--- config.mk ---
export PLATFORM = sky130hd
export DESIGN_NAME = exe_stage_flat
export DESIGN_NICKNAME = d
export VERILOG_FILES = /design/src/rtl/exe_stage_pkg.sv /design/src/rtl/exe_stage_if.sv /design/src/rtl/exe_stage_alu.sv /design/src/rtl/exe_stage.sv /design/src/flat_wrapper.sv
export SDC_FILE = /design/constraint.sdc
export NUM_CORES = 1
export LEC_CHECK = 0
export ABC_AREA = 1
export BUFFER_PORTS_ARGS = -buffer_cell sky130_fd_sc_hd__buf_2
export CAP_MARGIN = 20
export CORE_MARGIN = 3
export CORE_UTILIZATION = 40
export CTS_CLUSTER_SIZE = 16
export DETAILED_ROUTE_END_ITERATION = 10
export HOLD_SLACK_MARGIN = 0.05
export PLACE_DENSITY = 0.65
export SLEW_MARGIN = 15
export SYNTH_ARGS = -nofsm -noshare
export SYNTH_HDL_FRONTEND = slang
export SYNTH_SLANG_ARGS = --single-unit
--- constraint.sdc ---
create_clock -name clk -period 3.03 [get_ports clk]
set_input_delay 0.303 -clock clk [delete_from_list [all_inputs] [get_ports clk]]
set_output_delay 0.303 -clock clk [all_outputs]
set_load 0.05 [all_outputs]
--- src/rtl/exe_stage_pkg.sv ---
// Shared definitions for the execute stage: bus widths, bus field offsets, ALU op indices.
package cpu_pipe_pkg;

    localparam int DS_TO_ES_BUS_W  = 148;
    localparam int ES_TO_MS_BUS_W  = 71;
    localparam int ES_RF_COLLECT_W = 39;

    // ds_to_es_bus = {alu_op, res_from_mem, src1, src2, mem_we, rf_we, rf_waddr, rkd_value, pc}
    localparam int DS_PC_LSB       = 0;
    localparam int DS_PC_MSB       = 31;
    localparam int DS_RKD_LSB      = 32;
    localparam int DS_RKD_MSB      = 63;
    localparam int DS_WADDR_LSB    = 64;
    localparam int DS_WADDR_MSB    = 68;
    localparam int DS_RF_WE        = 69;
    localparam int DS_MEM_WE       = 70;
    localparam int DS_SRC2_LSB     = 71;
    localparam int DS_SRC2_MSB     = 102;
    localparam int DS_SRC1_LSB     = 103;
    localparam int DS_SRC1_MSB     = 134;
    localparam int DS_RES_FROM_MEM = 135;
    localparam int DS_ALU_OP_LSB   = 136;
    localparam int DS_ALU_OP_MSB   = 147;

    // es_to_ms_bus = {res_from_mem, rf_we, rf_waddr, alu_result, pc}
    localparam int MS_PC_LSB       = 0;
    localparam int MS_PC_MSB       = 31;
    localparam int MS_RESULT_LSB   = 32;
    localparam int MS_RESULT_MSB   = 63;
    localparam int MS_WADDR_LSB    = 64;
    localparam int MS_WADDR_MSB    = 68;
    localparam int MS_RF_WE        = 69;
    localparam int MS_RES_FROM_MEM = 70;

    // es_rf_collect = {res_from_mem, rf_we, rf_waddr, alu_result}
    localparam int RC_RESULT_LSB   = 0;
    localparam int RC_RESULT_MSB   = 31;
    localparam int RC_WADDR_LSB    = 32;
    localparam int RC_WADDR_MSB    = 36;
    localparam int RC_RF_WE        = 37;
    localparam int RC_RES_FROM_MEM = 38;

    localparam int ALU_OP_W = 12;
    localparam int ALU_ADD  = 0;
    localparam int ALU_SUB  = 1;
    localparam int ALU_SLT  = 2;
    localparam int ALU_SLTU = 3;
    localparam int ALU_AND  = 4;
    localparam int ALU_NOR  = 5;
    localparam int ALU_OR   = 6;
    localparam int ALU_XOR  = 7;
    localparam int ALU_SLL  = 8;
    localparam int ALU_SRL  = 9;
    localparam int ALU_SRA  = 10;
    localparam int ALU_LUI  = 11;

endpackage

--- src/rtl/exe_stage_if.sv ---
// Pipeline handshake between decode, execute and memory stages; slave = execute-stage view.
interface exe_stage_if;
    import cpu_pipe_pkg::*;

    logic                      ds_to_es_valid;
    logic                      es_allowin;
    logic [DS_TO_ES_BUS_W-1:0] ds_to_es_bus;
    logic                      ms_allowin;
    logic                      es_to_ms_valid;
    logic [ES_TO_MS_BUS_W-1:0] es_to_ms_bus;

    modport slave (
        input  ds_to_es_valid, ds_to_es_bus, ms_allowin,
        output es_allowin, es_to_ms_valid, es_to_ms_bus
    );

    modport master (
        output ds_to_es_valid, ds_to_es_bus, ms_allowin,
        input  es_allowin, es_to_ms_valid, es_to_ms_bus
    );

endinterface

--- src/rtl/exe_stage_alu.sv ---
// Combinational one-hot ALU; an all-zero op vector yields zero.
module alu
    import cpu_pipe_pkg::*;
(
    input  logic [ALU_OP_W-1:0] alu_op,
    input  logic [31:0]         src1,
    input  logic [31:0]         src2,
    output logic [31:0]         result
);

    logic [4:0] shamt;
    assign shamt = src2[4:0];

    always_comb begin
        result = '0;
        if (alu_op[ALU_ADD])  result = result | (src1 + src2);
        if (alu_op[ALU_SUB])  result = result | (src1 - src2);
        if (alu_op[ALU_SLT])  result = result | {31'b0, $signed(src1) < $signed(src2)};
        if (alu_op[ALU_SLTU]) result = result | {31'b0, src1 < src2};
        if (alu_op[ALU_AND])  result = result | (src1 & src2);
        if (alu_op[ALU_NOR])  result = result | ~(src1 | src2);
        if (alu_op[ALU_OR])   result = result | (src1 | src2);
        if (alu_op[ALU_XOR])  result = result | (src1 ^ src2);
        if (alu_op[ALU_SLL])  result = result | (src1 << shamt);
        if (alu_op[ALU_SRL])  result = result | (src1 >> shamt);
        if (alu_op[ALU_SRA])  result = result | 32'($signed(src1) >>> shamt);
        if (alu_op[ALU_LUI])  result = result | src2;
    end

endmodule

--- src/rtl/exe_stage.sv ---
// LoongArch execute stage: latches decode bus, runs the ALU, issues data-SRAM requests.
// Optional macro ES_PERF_CNT_EN adds es_inst_cnt / es_stall_cnt counter ports.
module exe_stage
    import cpu_pipe_pkg::*;
(
    input  logic                       clk,
    input  logic                       reset,
    exe_stage_if.slave                 pipe,
    output logic [ES_RF_COLLECT_W-1:0] es_rf_collect,
    output logic                       data_sram_en,
    output logic [3:0]                 data_sram_we,
    output logic [31:0]                data_sram_addr,
    output logic [31:0]                data_sram_wdata
`ifdef ES_PERF_CNT_EN
    ,
    output logic [31:0]                es_inst_cnt,
    output logic [31:0]                es_stall_cnt
`endif
);

    logic                      es_valid;
    logic                      es_ready_go;
    logic                      handoff;
    logic [DS_TO_ES_BUS_W-1:0] ds_to_es_bus_r;

    logic [ALU_OP_W-1:0] alu_op;
    logic                res_from_mem;
    logic [31:0]         src1;
    logic [31:0]         src2;
    logic                mem_we;
    logic                rf_we;
    logic [4:0]          rf_waddr;
    logic [31:0]         rkd_value;
    logic [31:0]         pc;
    logic [31:0]         alu_result;

    assign es_ready_go         = 1'b1;
    assign pipe.es_allowin     = ~es_valid | (es_ready_go & pipe.ms_allowin);
    assign pipe.es_to_ms_valid = es_valid & es_ready_go;
    assign handoff             = pipe.es_to_ms_valid & pipe.ms_allowin;

    always_ff @(posedge clk) begin
        if (reset) begin
            es_valid <= 1'b0;
        end else if (pipe.es_allowin) begin
            es_valid <= pipe.ds_to_es_valid;
        end
    end

    always_ff @(posedge clk) begin
        if (reset) begin
            ds_to_es_bus_r <= '0;
        end else if (pipe.ds_to_es_valid && pipe.es_allowin) begin
            ds_to_es_bus_r <= pipe.ds_to_es_bus;
        end
    end

    assign alu_op       = ds_to_es_bus_r[DS_ALU_OP_MSB:DS_ALU_OP_LSB];
    assign res_from_mem = ds_to_es_bus_r[DS_RES_FROM_MEM];
    assign src1         = ds_to_es_bus_r[DS_SRC1_MSB:DS_SRC1_LSB];
    assign src2         = ds_to_es_bus_r[DS_SRC2_MSB:DS_SRC2_LSB];
    assign mem_we       = ds_to_es_bus_r[DS_MEM_WE];
    assign rf_we        = ds_to_es_bus_r[DS_RF_WE];
    assign rf_waddr     = ds_to_es_bus_r[DS_WADDR_MSB:DS_WADDR_LSB];
    assign rkd_value    = ds_to_es_bus_r[DS_RKD_MSB:DS_RKD_LSB];
    assign pc           = ds_to_es_bus_r[DS_PC_MSB:DS_PC_LSB];

    alu u_alu (
        .alu_op (alu_op),
        .src1   (src1),
        .src2   (src2),
        .result (alu_result)
    );

    assign pipe.es_to_ms_bus = {res_from_mem, rf_we, rf_waddr, alu_result, pc};

    // Gate with reset so an in-flight store never writes during the reset cycle.
    assign data_sram_en    = handoff & (res_from_mem | mem_we) & ~reset;
    assign data_sram_we    = {4{mem_we & handoff & ~reset}};
    assign data_sram_addr  = alu_result;
    assign data_sram_wdata = rkd_value;

    // Bubbles must never match in decode's bypass/load-use comparison.
    assign es_rf_collect = {res_from_mem & es_valid, rf_we & es_valid, rf_waddr, alu_result};

`ifdef ES_PERF_CNT_EN
    always_ff @(posedge clk) begin
        if (reset) begin
            es_inst_cnt  <= '0;
            es_stall_cnt <= '0;
        end else begin
            if (handoff) begin
                es_inst_cnt <= es_inst_cnt + 32'd1;
            end
            if (es_valid && !pipe.ms_allowin) begin
                es_stall_cnt <= es_stall_cnt + 32'd1;
            end
        end
    end
`endif

endmodule

--- src/flat_wrapper.sv ---
// flat-port wrapper written by rule: the top's interface ports become plain ports
module exe_stage_flat import cpu_pipe_pkg::*;
  (clk, reset, es_rf_collect, data_sram_en, data_sram_we, data_sram_addr, data_sram_wdata, pipe_ds_to_es_valid, pipe_ds_to_es_bus, pipe_ms_allowin, pipe_es_allowin, pipe_es_to_ms_valid, pipe_es_to_ms_bus);
  exe_stage_if pipe_i ();
  input  logic clk;
  input  logic reset;
  output logic [ES_RF_COLLECT_W-1:0] es_rf_collect;
  output logic data_sram_en;
  output logic [3:0] data_sram_we;
  output logic [31:0] data_sram_addr;
  output logic [31:0] data_sram_wdata;
  input wire logic [$bits(pipe_i.ds_to_es_valid)-1:0] pipe_ds_to_es_valid;
  input wire logic [$bits(pipe_i.ds_to_es_bus)-1:0] pipe_ds_to_es_bus;
  input wire logic [$bits(pipe_i.ms_allowin)-1:0] pipe_ms_allowin;
  output wire logic [$bits(pipe_i.es_allowin)-1:0] pipe_es_allowin;
  output wire logic [$bits(pipe_i.es_to_ms_valid)-1:0] pipe_es_to_ms_valid;
  output wire logic [$bits(pipe_i.es_to_ms_bus)-1:0] pipe_es_to_ms_bus;
  assign pipe_i.ds_to_es_valid = pipe_ds_to_es_valid;
  assign pipe_i.ds_to_es_bus = pipe_ds_to_es_bus;
  assign pipe_i.ms_allowin = pipe_ms_allowin;
  assign pipe_es_allowin = pipe_i.es_allowin;
  assign pipe_es_to_ms_valid = pipe_i.es_to_ms_valid;
  assign pipe_es_to_ms_bus = pipe_i.es_to_ms_bus;
  exe_stage u_core (.clk(clk), .reset(reset), .pipe(pipe_i), .es_rf_collect(es_rf_collect), .data_sram_en(data_sram_en), .data_sram_we(data_sram_we), .data_sram_addr(data_sram_addr), .data_sram_wdata(data_sram_wdata));
endmodule
### After elaboration in Yosys (flattened, before gate mapping)

Index checks and enable logic that the tools add are counted.

* flip-flop bits (word level): 149
* output and inout bits: 181

* add/sub/neg operators: 2
* $lt $le $gt $ge: 2
* shift operators: 3
* mux-type cells: 12
* bitwise operators: 26
* reductions and logical operators: 1

Operators with widths (count)
* $mux 32: 12
* $or 32x32->32: 10
* $lt 32x32->1: 2
* $or 32x1->32: 2
* $add 32x32->32: 1
* $and 32x32->32: 1
* $not 32->32: 1
* $shl 32x5->32: 1
* $shr 32x5->32: 1
* $sshr 32x5->32: 1
* $sub 32x32->32: 1
* $xor 32x32->32: 1
* $and 1x1->1: 7
* $not 1->1: 2
* $or 1x1->1: 2
* $logic_and 1x1->1: 1

### Logic depth before layout (Yosys ltp)

* depth after elaboration: 24
* depth in mapped cells: 18

### By module

From an unflattened synthesis, not the netlist that was laid out.

* cells, all modules: 3256
* area total of the unflattened synthesis: 18096.1 um2

By module, submodules not included
* alu: times used 1, cells an instance 2130, area an instance 10382.5 um2, sequential area each 0.0 um2
* exe_stage: times used 1, cells an instance 1126, area an instance 7713.6 um2, sequential area each 2982.9 um2

### Worst setup path after synthesis

No wires, ideal clock.

* kind: reg2out
* start point: reg u_core.ds_to_es_bus_r[74]
* end point: out es_rf_collect[29]
* arrival: 2.894 ns
* data required time: 2.727 ns
* slack: -0.167 ns
* cell stages (with the launch flop): 17
* path buffers: 4
* cells stage by stage: dfxtp_1 > inv_1 > buf_2 > buf_1 > ha_1 > buf_4 > nor2_1 > nand3_1 > nand3_1 > nand2_1 > nand3_1 > nand2_1 > nand2_1 > nand2_1 > nand3_1 > nand3_1 > buf_4

* cells in the longest elaborated chain, start to end: 24

Ends and longest elaborated chain
* from (decl): line exe_stage.sv:24 `logic [DS_TO_ES_BUS_W-1:0] ds_to_es_bus_r;`
* from (signal assigned): line exe_stage.sv:54 `ds_to_es_bus_r <= pipe.ds_to_es_bus;`
* $add 32x32->32: line exe_stage_alu.sv:16 `if (alu_op[ALU_ADD]) result = result | (src1 + src2);`
* $mux 32: line exe_stage_alu.sv:16
* $or 32x32->32: line exe_stage_alu.sv:17 `if (alu_op[ALU_SUB]) result = result | (src1 - src2);`
* $mux 32: line exe_stage_alu.sv:17
* $or 32x1->32: line exe_stage_alu.sv:18 `if (alu_op[ALU_SLT]) result = result | {31'b0, $signed(src1) < $signed(src2)};`
* $mux 32: line exe_stage_alu.sv:18
* $or 32x1->32: line exe_stage_alu.sv:19 `if (alu_op[ALU_SLTU]) result = result | {31'b0, src1 < src2};`
* $mux 32: line exe_stage_alu.sv:19
* [8 not listed]
* $or 32x32->32: line exe_stage_alu.sv:24 `if (alu_op[ALU_SLL]) result = result | (src1 << shamt);`
* $mux 32: line exe_stage_alu.sv:24
* $or 32x32->32: line exe_stage_alu.sv:25 `if (alu_op[ALU_SRL]) result = result | (src1 >> shamt);`
* $mux 32: line exe_stage_alu.sv:25
* $or 32x32->32: line exe_stage_alu.sv:26 `if (alu_op[ALU_SRA]) result = result | 32'($signed(src1) >>> shamt);`
* $mux 32 *: line exe_stage_alu.sv:26
* $or 32x32->32: line exe_stage_alu.sv:27 `if (alu_op[ALU_LUI]) result = result | src2;`
* $mux 32 *: line exe_stage_alu.sv:27
* to (decl): line flat_wrapper.sv:7 `output logic [ES_RF_COLLECT_W-1:0] es_rf_collect;`

Mark *: on every way between the ends. The rest lies on a longest branch, timed or not.

### Worst setup path after layout

* start point: reg u_core.ds_to_es_bus_r[71]
* end point: out data_sram_addr[25]

* cells in the longest elaborated chain, start to end: 24

Ends and longest elaborated chain
* $add 32x32->32: line exe_stage_alu.sv:16
* $mux 32: line exe_stage_alu.sv:16
* $or 32x32->32: line exe_stage_alu.sv:17
* $mux 32: line exe_stage_alu.sv:17
* $or 32x1->32: line exe_stage_alu.sv:18
* $mux 32: line exe_stage_alu.sv:18
* $or 32x1->32: line exe_stage_alu.sv:19
* $mux 32: line exe_stage_alu.sv:19
* [8 not listed]
* $or 32x32->32: line exe_stage_alu.sv:24
* $mux 32: line exe_stage_alu.sv:24
* $or 32x32->32: line exe_stage_alu.sv:25
* $mux 32: line exe_stage_alu.sv:25
* $or 32x32->32: line exe_stage_alu.sv:26
* $mux 32 *: line exe_stage_alu.sv:26
* $or 32x32->32: line exe_stage_alu.sv:27
* $mux 32 *: line exe_stage_alu.sv:27
* to (decl): line flat_wrapper.sv:10 `output logic [31:0] data_sram_addr;`

Marks and branches as above.

==> out/qor.txt <==
status -> complete, but fails checks
failing checks -> negative setup slack
Synthesis Warnings -> 0
CP Cell Sequence -> buf_6 -> nand2_1 -> nand3_1 -> nand3_1 -> o211ai_1 -> nand3_1 -> nand2_1 -> nor2_1 -> buf_4 -> nand3_4 -> buf_8
final cell area excluding filler cells -> 22320 um^2
Post-DP Area -> 18740 um^2
setup violators final -> 3
Hold WC Path Type -> in -> reg
Hold Violations, Final -> 0
H-tree levels -> 4
final setup TNS -> -3.384 ps
fraction of registers with async set or reset after synthesis -> 0
final wirelength -> 86.33 mm
syn avg cell area -> 5.703 um^2
Max-Cap Viols -> 0
# IOs -> 333
top-area cell type share of the netlist area -> 0.1988
clk_skew -> 10.10 ps
Slowest cell on crit path -> dfxtp_4
Max Clock Freq -> 329.9 MHz
share of cells above drive strength 1 -> 0.3224
Gate Count Post-Synth -> 2907
Pins Over Slew Limit -> 0
worst slew pin tran -> 1027 ps
max incr delay on CP -> 400 ps
Root Driver -> clkbuf_16
final non-filler cell total -> 3746
number of flops mapped to enable cells by yosys -> 0
most common cell after layout, fill and taps aside -> nand2_1
Initial Util -> 0.4106
Pre-Repair DR Iteration Count -> 8
leading cell types in the layout, fill and taps excluded -> nand2_1, nand3_1, inv_1
hold_ws -> 71.08 ps
Yosys cell types -> 49
global-route wire length before repair -> 123.2 mm
CTS tree -> yes
Setup CP Type -> reg -> out
ranking of synthesized cells by area -> nand2_1, dfxtp_1, nand3_1
Clk pin slew, worst setup/hold paths -> 70 ps
LEAKAGE -> 11.06 nW
Core ar. -> 40370 um^2
Worst EP required -> 2730 ps
CTS buffer count -> 17
GPL Wtd Cong -> 1.049
Initial DRC Count -> 2387
largest net degree at the start of global routing -> 146
fill count -> 4172
Std-Cell Rows -> 73
number of global-route vias before repair -> 19490
Vias -> 21300
Cell Pwr Density -> 537.1 nW/um^2
sequential share of the synthesized area -> 0.1799
pre-CTS WS -> -185.3 ps
VDD IR max -> 0.5368 mV
initial antenna violation count -> 1
CP most frequent cell -> nand3_1
Cells after DPL -> 3659
CP Max Fanout -> 12
GRT overflow -> 0
utilization after layout -> 0.5529
Setup crit end kind -> output pin
setup ws final -> -1.635 ps
Startpoint Class -> flop
WP data arrival -> 2730 ps
min cycle time layout -> 3032 ps
Post-Syn Area -> 16580 um^2
Avg WL per Cell -> 23.04 um
Area growth syn-to-layout -> 34.63%
Yosys top cell by area -> nand2_1
# DRC -> 0
CTS sink count -> 149
Routed Antenna Nets -> 0
max_slew headroom -> 0.3150
Die Area -> 43920 um^2
vias per cell -> 5.687
fin crit share -> 1.001
clock latency on the worst-skew pair -> 470 ps
Clock Path Buffers -> 2
DIE HEIGHT -> 209.6 um
Total Routing Usage GR -> 0.3701
Total Power -> 11.99 mW
die width -> 209.6 um
Final Net Count -> 3459
dpl hpwl -> 68.01 mm
syn_nets -> 3158
Port Buffer Count -> 332
#FFs+latches synth -> 149
RSZ-0062 raised after global routing -> yes
ys flop type -> dfxtp_1
worst max-delay path, delay by kind of cell (launching register included):
family	cells	cell delay, ps
AO/OA/AOI/OAI	1	140
buffers and inverters	3	540
flip-flops	1	400
AND/OR/NAND/NOR	7	1160
registers in the layout (all words and copies together), names as in the netlist:
| name | flops |
|---|---|
| u_core.ds_to_es_bus_r | 148 |
| u_core.pipe.es_to_ms_valid | 1 |
power breakdown:
| group | switching (mW) | total [mW] | internal, mW |
|---|---|---|---|
| registers | 0.127 | 2.23 | 2.10 |
| clock network | 1.05 | 2.21 | 1.17 |
| logic | 5.00 | 7.55 | 2.54 |
synth_stat cells (2+ instances only):
library cell  instances
nor3_1               16
nand4_1              40
o221ai_1              4
nand3b_1              5
o211ai_1             12
nand2_1             878
and2_1               15
nand3_1             466
a211oi_1             83
nor4_1                3
o21bai_1              5
dfxtp_1             149
inv_2                 2
clkbuf_1             48
buf_4               150
buf_2                79
inv_1               308
o21ai_0              53
buf_1                13
fa_1                  2
nor2_1              250
nor2_2                2
a221oi_1              9
a21oi_1             147
nor3b_1               2
buf_6                 5
ha_1                 97
o22ai_1              20
nand2_2               9
o2111ai_1             3
clkinv_1              4
o21ai_1               8
a22oi_1               3
and3_1                2
kinds of logic after synthesis:
| logic type | Yosys count | share of synthesized area |
|---|---|---|
| and+or+nand+nor | 1692 | 0.4328 |
| adders and majority gates | 99 | 0.07562 |
| muxes | 1 | 0.0006038 |
| DFF | 149 | 0.1799 |
| AOI/OAI and AO/OA | 354 | 0.1290 |
| xor gates and xnor gates | 1 | 0.0005284 |
| buffers and inverters | 611 | 0.1815 |
layer usage:
| metal | global-route usage | share of wire |
|---|---|---|
| met1 | 0.4758 | 0.39 |
| met2 | 0.5787 | 0.44 |
| met3 | 0.06801 | 0.10 |
| met4 | 0.2182 | 0.069 |
| met5 | 0 | 0 |
area by class of cell:
class	instances	area, um^2	area share
well taps	525	656.9	0.02943
repair buffers	578	4451	0.1994
diodes	1	2.502	0.0001121
clock inverters	14	155.1	0.006951
clock buffers	17	425.4	0.01906
inverters	315	1220	0.05466
multi-input cells	2147	12320	0.5521
flip-flops and latches	149	3087	0.1383
path summary, 6_finish.rpt:
kind / to / slack, ps / startpoint / cells after the start
max: data_sram_addr[25] / -2 / u_core.ds_to_es_bus_r[71] / 11
min reg2reg: u_core.ds_to_es_bus_r[19] / 460 / u_core.ds_to_es_bus_r[19] / 2
max reg2reg: u_core.ds_to_es_bus_r[20] / 1070 / u_core.pipe.es_to_ms_valid / 6
min: u_core.ds_to_es_bus_r[7] / 70 / pipe_ds_to_es_bus[7] / 3
timing repair:
action,CTS,global route
endpoints found under the setup margin,96,96
endpoints found under the hold margin,5,0
pin swaps,21,86
hold buffers,4,0
resized for setup,381,373
setup buffers,11,38
cloned,1,2
No activity file was read; power rests on OpenSTA's default activity.
